### config.mk
export PLATFORM = sky130hd
export DESIGN_NAME = mem_bus_arbiter
export DESIGN_NICKNAME = d
export VERILOG_FILES = /design/src/rtl/mem_bus_pkg.sv /design/src/rtl/arb_pick2.sv /design/src/rtl/mem_bus_arbiter.sv
export SDC_FILE = /design/constraint.sdc
export NUM_CORES = 1
export LEC_CHECK = 0
export ABC_AREA = 1
export CORE_AREA = 2 2 184 186
export DETAILED_ROUTE_END_ITERATION = 12
export DIE_AREA = 0 0 186 188
export PLACE_DENSITY = 0.5
export SYNTH_ARGS = -nofsm -noshare
export SYNTH_HDL_FRONTEND = slang
export SYNTH_SLANG_ARGS = --single-unit
export TNS_END_PERCENT = 100
### constraint.sdc
create_clock -name clk -period 2.3 [get_ports clk]
set_clock_uncertainty 0.2 [all_clocks]
set_input_delay 0.69 -clock clk [delete_from_list [all_inputs] [get_ports clk]]
set_output_delay 0.69 -clock clk [all_outputs]
set_load 0.02 [all_outputs]
### src/rtl/mem_bus_pkg.sv
// Shared state encoding, grant one-hot constants and default line size for mem_bus_arbiter.
package mem_bus_pkg;
   typedef enum logic [1:0] {
      IDLE = 2'b00,
      REQ  = 2'b01,
      RESP = 2'b10
   } arb_state_t;

   localparam logic [1:0] GNT_NONE = 2'b00;
   localparam logic [1:0] GNT_IC   = 2'b01;
   localparam logic [1:0] GNT_DC   = 2'b10;

   localparam int DEFAULT_BEATS = 8;
endpackage

### src/rtl/arb_pick2.sv
// Combinational two-way picker: a lone requester always wins, ties go to i_prefer_dc.
module arb_pick2
   import mem_bus_pkg::*;
(
   input  logic       i_req_ic,
   input  logic       i_req_dc,
   input  logic       i_prefer_dc,
   output logic [1:0] o_pick
);
   always_comb begin
      o_pick = GNT_NONE;
      if (i_req_ic && i_req_dc) begin
         o_pick = i_prefer_dc ? GNT_DC : GNT_IC;
      end else if (i_req_ic) begin
         o_pick = GNT_IC;
      end else if (i_req_dc) begin
         o_pick = GNT_DC;
      end
   end
endmodule

### src/rtl/mem_bus_arbiter.sv
// Arbitrates the ic and dc requesters onto one shared bus, one line transaction at a time.
// Define ARB_ROUND_ROBIN_EN to break ties toward the requester not granted last.
//
// state | meaning
// IDLE  | no owner; pick a winner from pending reqcyc
// REQ   | owner's request driven on the bus until bus_reqack (or owner withdraws)
// RESP  | owner receives BEATS acknowledged response beats
module mem_bus_arbiter
   import mem_bus_pkg::*;
#(
   parameter int BUS_DATA_WIDTH = 64,
   parameter int BUS_TAG_WIDTH  = 13,
   parameter int BEATS          = DEFAULT_BEATS
) (
   input  logic                      clk,
   input  logic                      reset,
   input  logic                      ic_bus_reqcyc,
   input  logic [BUS_DATA_WIDTH-1:0] ic_bus_req,
   input  logic [BUS_TAG_WIDTH-1:0]  ic_bus_reqtag,
   input  logic                      ic_bus_respack,
   output logic                      ic_bus_reqack,
   output logic                      ic_bus_respcyc,
   output logic [BUS_DATA_WIDTH-1:0] ic_bus_resp,
   output logic [BUS_TAG_WIDTH-1:0]  ic_bus_resptag,
   input  logic                      dc_bus_reqcyc,
   input  logic [BUS_DATA_WIDTH-1:0] dc_bus_req,
   input  logic [BUS_TAG_WIDTH-1:0]  dc_bus_reqtag,
   input  logic                      dc_bus_respack,
   output logic                      dc_bus_reqack,
   output logic                      dc_bus_respcyc,
   output logic [BUS_DATA_WIDTH-1:0] dc_bus_resp,
   output logic [BUS_TAG_WIDTH-1:0]  dc_bus_resptag,
   output logic                      bus_reqcyc,
   output logic [BUS_DATA_WIDTH-1:0] bus_req,
   output logic [BUS_TAG_WIDTH-1:0]  bus_reqtag,
   output logic                      bus_respack,
   input  logic                      bus_reqack,
   input  logic                      bus_respcyc,
   input  logic [BUS_DATA_WIDTH-1:0] bus_resp,
   input  logic [BUS_TAG_WIDTH-1:0]  bus_resptag,
   output logic [1:0]                grant
);
   localparam int CW = $clog2(BEATS) + 1;

   arb_state_t     r_state, w_state_nxt;
   logic [1:0]     r_grant, w_grant_nxt, w_pick;
   logic [CW-1:0]  r_beat_cnt, w_beat_cnt_nxt, w_beat_cnt_inc;
   logic           w_own_ic, w_own_dc, w_own_reqcyc, w_own_respack, w_prefer_dc;

`ifdef ARB_ROUND_ROBIN_EN
   logic r_prefer_dc;

   // Pointer remembers who won the last grant so the other side wins the next tie.
   always_ff @(posedge clk or negedge reset) begin
      if (!reset) begin
         r_prefer_dc <= 1'b0;
      end else if (r_state == IDLE && w_pick != GNT_NONE) begin
         r_prefer_dc <= w_pick[0];
      end
   end
   assign w_prefer_dc = r_prefer_dc;
`else
   assign w_prefer_dc = 1'b0;
`endif

   arb_pick2 u_pick (
      .i_req_ic    (ic_bus_reqcyc),
      .i_req_dc    (dc_bus_reqcyc),
      .i_prefer_dc (w_prefer_dc),
      .o_pick      (w_pick)
   );

   assign w_own_ic       = r_grant[0];
   assign w_own_dc       = r_grant[1];
   assign w_own_reqcyc   = (w_own_ic & ic_bus_reqcyc) | (w_own_dc & dc_bus_reqcyc);
   assign w_own_respack  = (w_own_ic & ic_bus_respack) | (w_own_dc & dc_bus_respack);
   assign w_beat_cnt_inc = r_beat_cnt + 1'b1;
   assign grant          = r_grant;

   always_ff @(posedge clk or negedge reset) begin
      if (!reset) begin
         r_state    <= IDLE;
         r_grant    <= GNT_NONE;
         r_beat_cnt <= '0;
      end else begin
         r_state    <= w_state_nxt;
         r_grant    <= w_grant_nxt;
         r_beat_cnt <= w_beat_cnt_nxt;
      end
   end

   always_comb begin
      w_state_nxt    = r_state;
      w_grant_nxt    = r_grant;
      w_beat_cnt_nxt = r_beat_cnt;
      case (r_state)
         IDLE: begin
            if (w_pick != GNT_NONE) begin
               w_state_nxt = REQ;
               w_grant_nxt = w_pick;
            end
         end
         REQ: begin
            if (!w_own_reqcyc) begin
               w_state_nxt = IDLE;
               w_grant_nxt = GNT_NONE;
            end else if (bus_reqack) begin
               w_state_nxt    = RESP;
               w_beat_cnt_nxt = '0;
            end
         end
         RESP: begin
            if (bus_respcyc && w_own_respack) begin
               w_beat_cnt_nxt = w_beat_cnt_inc;
               if (w_beat_cnt_inc == CW'(BEATS)) begin
                  w_state_nxt = IDLE;
                  w_grant_nxt = GNT_NONE;
               end
            end
         end
         default: begin
            w_state_nxt = IDLE;
            w_grant_nxt = GNT_NONE;
         end
      endcase
   end

   // Everything is derived from registered state, so async reset zeroes the outputs at once.
   always_comb begin
      bus_reqcyc     = 1'b0;
      bus_req        = '0;
      bus_reqtag     = '0;
      bus_respack    = 1'b0;
      ic_bus_reqack  = 1'b0;
      dc_bus_reqack  = 1'b0;
      ic_bus_respcyc = 1'b0;
      dc_bus_respcyc = 1'b0;
      ic_bus_resp    = '0;
      dc_bus_resp    = '0;
      ic_bus_resptag = '0;
      dc_bus_resptag = '0;
      case (r_state)
         REQ: begin
            bus_reqcyc    = w_own_reqcyc;
            bus_req       = w_own_dc ? dc_bus_req    : ic_bus_req;
            bus_reqtag    = w_own_dc ? dc_bus_reqtag : ic_bus_reqtag;
            ic_bus_reqack = w_own_ic & bus_reqack;
            dc_bus_reqack = w_own_dc & bus_reqack;
         end
         RESP: begin
            bus_respack    = w_own_respack;
            ic_bus_respcyc = w_own_ic & bus_respcyc;
            dc_bus_respcyc = w_own_dc & bus_respcyc;
            if (w_own_ic) begin
               ic_bus_resp    = bus_resp;
               ic_bus_resptag = bus_resptag;
            end
            if (w_own_dc) begin
               dc_bus_resp    = bus_resp;
               dc_bus_resptag = bus_resptag;
            end
         end
         default: ;
      endcase
   end
endmodule

==> flow_summary.json <==
{
  "clk_pin_slew_ns": 0.04,
  "reg2reg_to": "r_beat_cnt[0]$_DFFE_PN0P_",
  "postLayoutCellArea_um2": 10300,
  "end_kind": "output port",
  "antenna_found_initial": 1,
  "numCtsBuffers": 3,
  "cpPeakStageDelay_ns": 0.36,
  "final_core_util": 0.310,
  "hold_buffers": 0,
  "grt_pass1_wl_um": 30600,
  "fin_crit_ns": 2.45,
  "crit_required_ns": 1.41,
  "syn-num-nets": 820,
  "cp_common_cell": "buf_12",
  "worstHoldStart": "r_beat_cnt[3]$_DFFE_PN0P_",
  "violations": "negative setup slack",
  "wl_per_cell_um": 15.1,
  "ys_warn_count": 0,
  "hold_end": "r_beat_cnt[3]$_DFFE_PN0P_",
  "viasPerCell": 3.55,
  "first_iter_violations": 143,
  "layout-drive-gt1-share": 0.560,
  "critPathTopFamily": "buffers and inverters",
  "ir_drop_v": 0.000298,
  "ys_top_cells_by_area": "nand2_1, nor2_1, a21oi_1, inv_1, nor2_2",
  "fmax_mhz": 408,
  "arrival_ns": 1.56,
  "period_share": 1.06,
  "cp_slowest_cell": "dfrtp_1",
  "core_area_um2": 33100,
  "synth_cell_types": 22,
  "critPathMaxFanout": 16,
  "drv_slew": 0,
  "synth_area_per_cell_um2": 4.56,
  "setup_slack_ns": -0.148,
  "cts-root-buf": "clkbuf_16",
  "rsz0062_at_grt": "true",
  "tns_ns": -18.95,
  "tritoncts": "built",
  "synth_top_area_frac": 0.264,
  "status": "finished with violations",
  "synth-main-ff-cell": "dfrtp_1",
  "portBuffers": 477,
  "crit_type": "flop to output port",
  "synth_top_cell_by_area": "nand2_1",
  "place_ws_ns": -0.797,
  "htreeDepth": 1,
  "ant_nets": 0,
  "setup_violations": 234,
  "ys_seq_area_frac": 0.0757,
  "worstSkewPairLatency_ns": 0.23,
  "reg2reg_from": "r_state[1]$_DFFE_PN0P_",
  "async_flop_share": 1.00,
  "hpwl_um": 17200,
  "worstMarginPinSlew_ns": 0.378,
  "hold_viol": 0,
  "placed_area_um2": 8430,
  "drt_pass1_iterations": 4,
  "gp_congestion": 0.809,
  "globalRouteOverflowTotal": 0,
  "ioPinCount": 478,
  "drc": 0,
  "die_w_um": 186,
  "cp_num_cells": 7,
  "worstRegToRegCells": 11,
  "std_cell_rows": 67,
  "hold_class": "flop to flop",
  "power_leakage_nw": 5.16,
  "initial_core_util": 0.0799,
  "route.vias.total": 5544,
  "netlist_area_um2": 2650,
  "die_area_um2": 35000,
  "final_nets": 1353,
  "synth_cells": 580,
  "first_global_vias": 5408,
  "synth-edff-count": 0,
  "cellPowerDensity_nw_per_um2": 765,
  "cp_cell_sequence": "inv_2, nor2_4, nand2_4, buf_12, buf_12, nor2_2, buf_6",
  "post-synth-top-count-cell": "nand2_1",
  "cts_buffer_depth": 2,
  "areaGrowthSynthToFinish_pct": 288,
  "track_usage": 0.112,
  "yosys_register_bits": 8,
  "numClockSinks": 8,
  "synthTopCellsByCount": "nand2_1, nor2_1, inv_1, a21oi_1, nor2_2",
  "die_h_um": 188,
  "routed_wl_um": 23500,
  "ff2ff_setup_slack_ns": 0.50,
  "holdPathStages": 2,
  "grt_max_degree": 41,
  "path_buf_inv": 4,
  "cp-start-kind": "flop",
  "cap_violations": 0,
  "slew_headroom": 0.747
}
==> report_power, final <==
part / internal, mW / total [mW] / leakage, nW / switching, mW
Sequential: 0.193 / 0.254 / 0.0971 / 0.0612
Clock: 0.231 / 0.301 / 0.0382 / 0.0699
Combinational: 3.36 / 7.30 / 5.03 / 3.93
Total: 3.79 / 7.85 / 5.16 / 4.07
==> logic make-up (layout without fill, tap and decap cells) <==
kind of cell | after synthesis | in the layout | synth area share
other | 0 | 1 | 0
AOI/OAI and AO/OA | 84 | 84 | 0.159
DFF | 8 | 8 | 0.0757
buffers and inverters | 127 | 658 | 0.200
adders and majority gates | 1 | 1 | 0.00473
and+or+nand+nor | 360 | 361 | 0.561
==> layout by cell type, fill, tap and decap left out, types with 7 or more instances in the layout <==
cell type and instances:
clkbuf_16 9, nand2_4 52, inv_2 22, dlygate4sd2_1 89, a21oi_2 66, nand2_1 103, buf_12 22, buf_4 105
inv_1 63, dlymetal6s2s_1 41, buf_2 16, nor2_4 39, buf_6 159, buf_8 10, a21oi_4 9, clkdlybuf4s50_1 109
dfrtp_1 7, nor2_1 60, nand2_2 34, nor2_2 65
==> worst max-delay path by stage <==
stage / start / endpoint / slack, ns
3_3_place_gp: dc_bus_respack / bus_respack / -0.80
5_1_grt: r_state[1]$_DFFE_PN0P_ / dc_bus_resp[18] / -0.20
6_report: r_state[1]$_DFFE_PN0P_ / dc_bus_resp[18] / -0.15
3_5_place_dp: dc_bus_respack / bus_respack / -0.80
2_1_floorplan: grant[1]$_DFFE_PN0P_ / bus_req[54] / 0.02
4_1_cts: bus_resp[43] / ic_bus_resp[43] / -0.23
==> metrics by stage <==
| step | hold WS (ns) | total power, mW | std cells |
|---|---|---|---|
| final | 0.325 | 7.85 | 1561 |
| after global routing | 0.376 | 8.33 | 1561 |
| after CTS | 0.320 | 6.80 | 1547 |
| after detailed placement | 0.311 | 5.75 | 1524 |
| after global placement | 0.305 | 5.76 | 1524 |
| after floorplan | 0.194 | 2.78 | 580 |
==> tightest hold or removal path: stages, from the launching register on <==
cell and delay (ns):
dfrtp_1 0.37, nand2_1 0.06, o21ai_0 0.06
==> timing repair <==
action,in CTS,in global routing
cloned,6,10
pin swaps,93,97
endpoints found under the setup margin,239,238
buffers inserted,13,8
resized for setup,1206,601
==> final cells by class <==
type                            instances  area, um^2
Antenna cell                            1        2.50
Clock buffer                            4        78.8
Fill cell                            3552       22900
Inverter                               86         349
Multi-Input combinational cell        446        3110
Sequential cell                         8         201
Tap cell                              448         561
Timing Repair Buffer                  568        5960
==> routing by layer <==
layer  GRT usage  wire [um]  share of wire
met2       0.216      12800           0.54
met4      0.0157        450          0.019
met1       0.130       9060           0.38
met5           0          0              0
met3      0.0194       1280          0.054
==> state kept, by name (all words and copies together), names as in the netlist <==
signal and flops:
grant 2, r_beat_cnt 4, r_state 2
No activity file was read; power rests on OpenSTA's default activity.
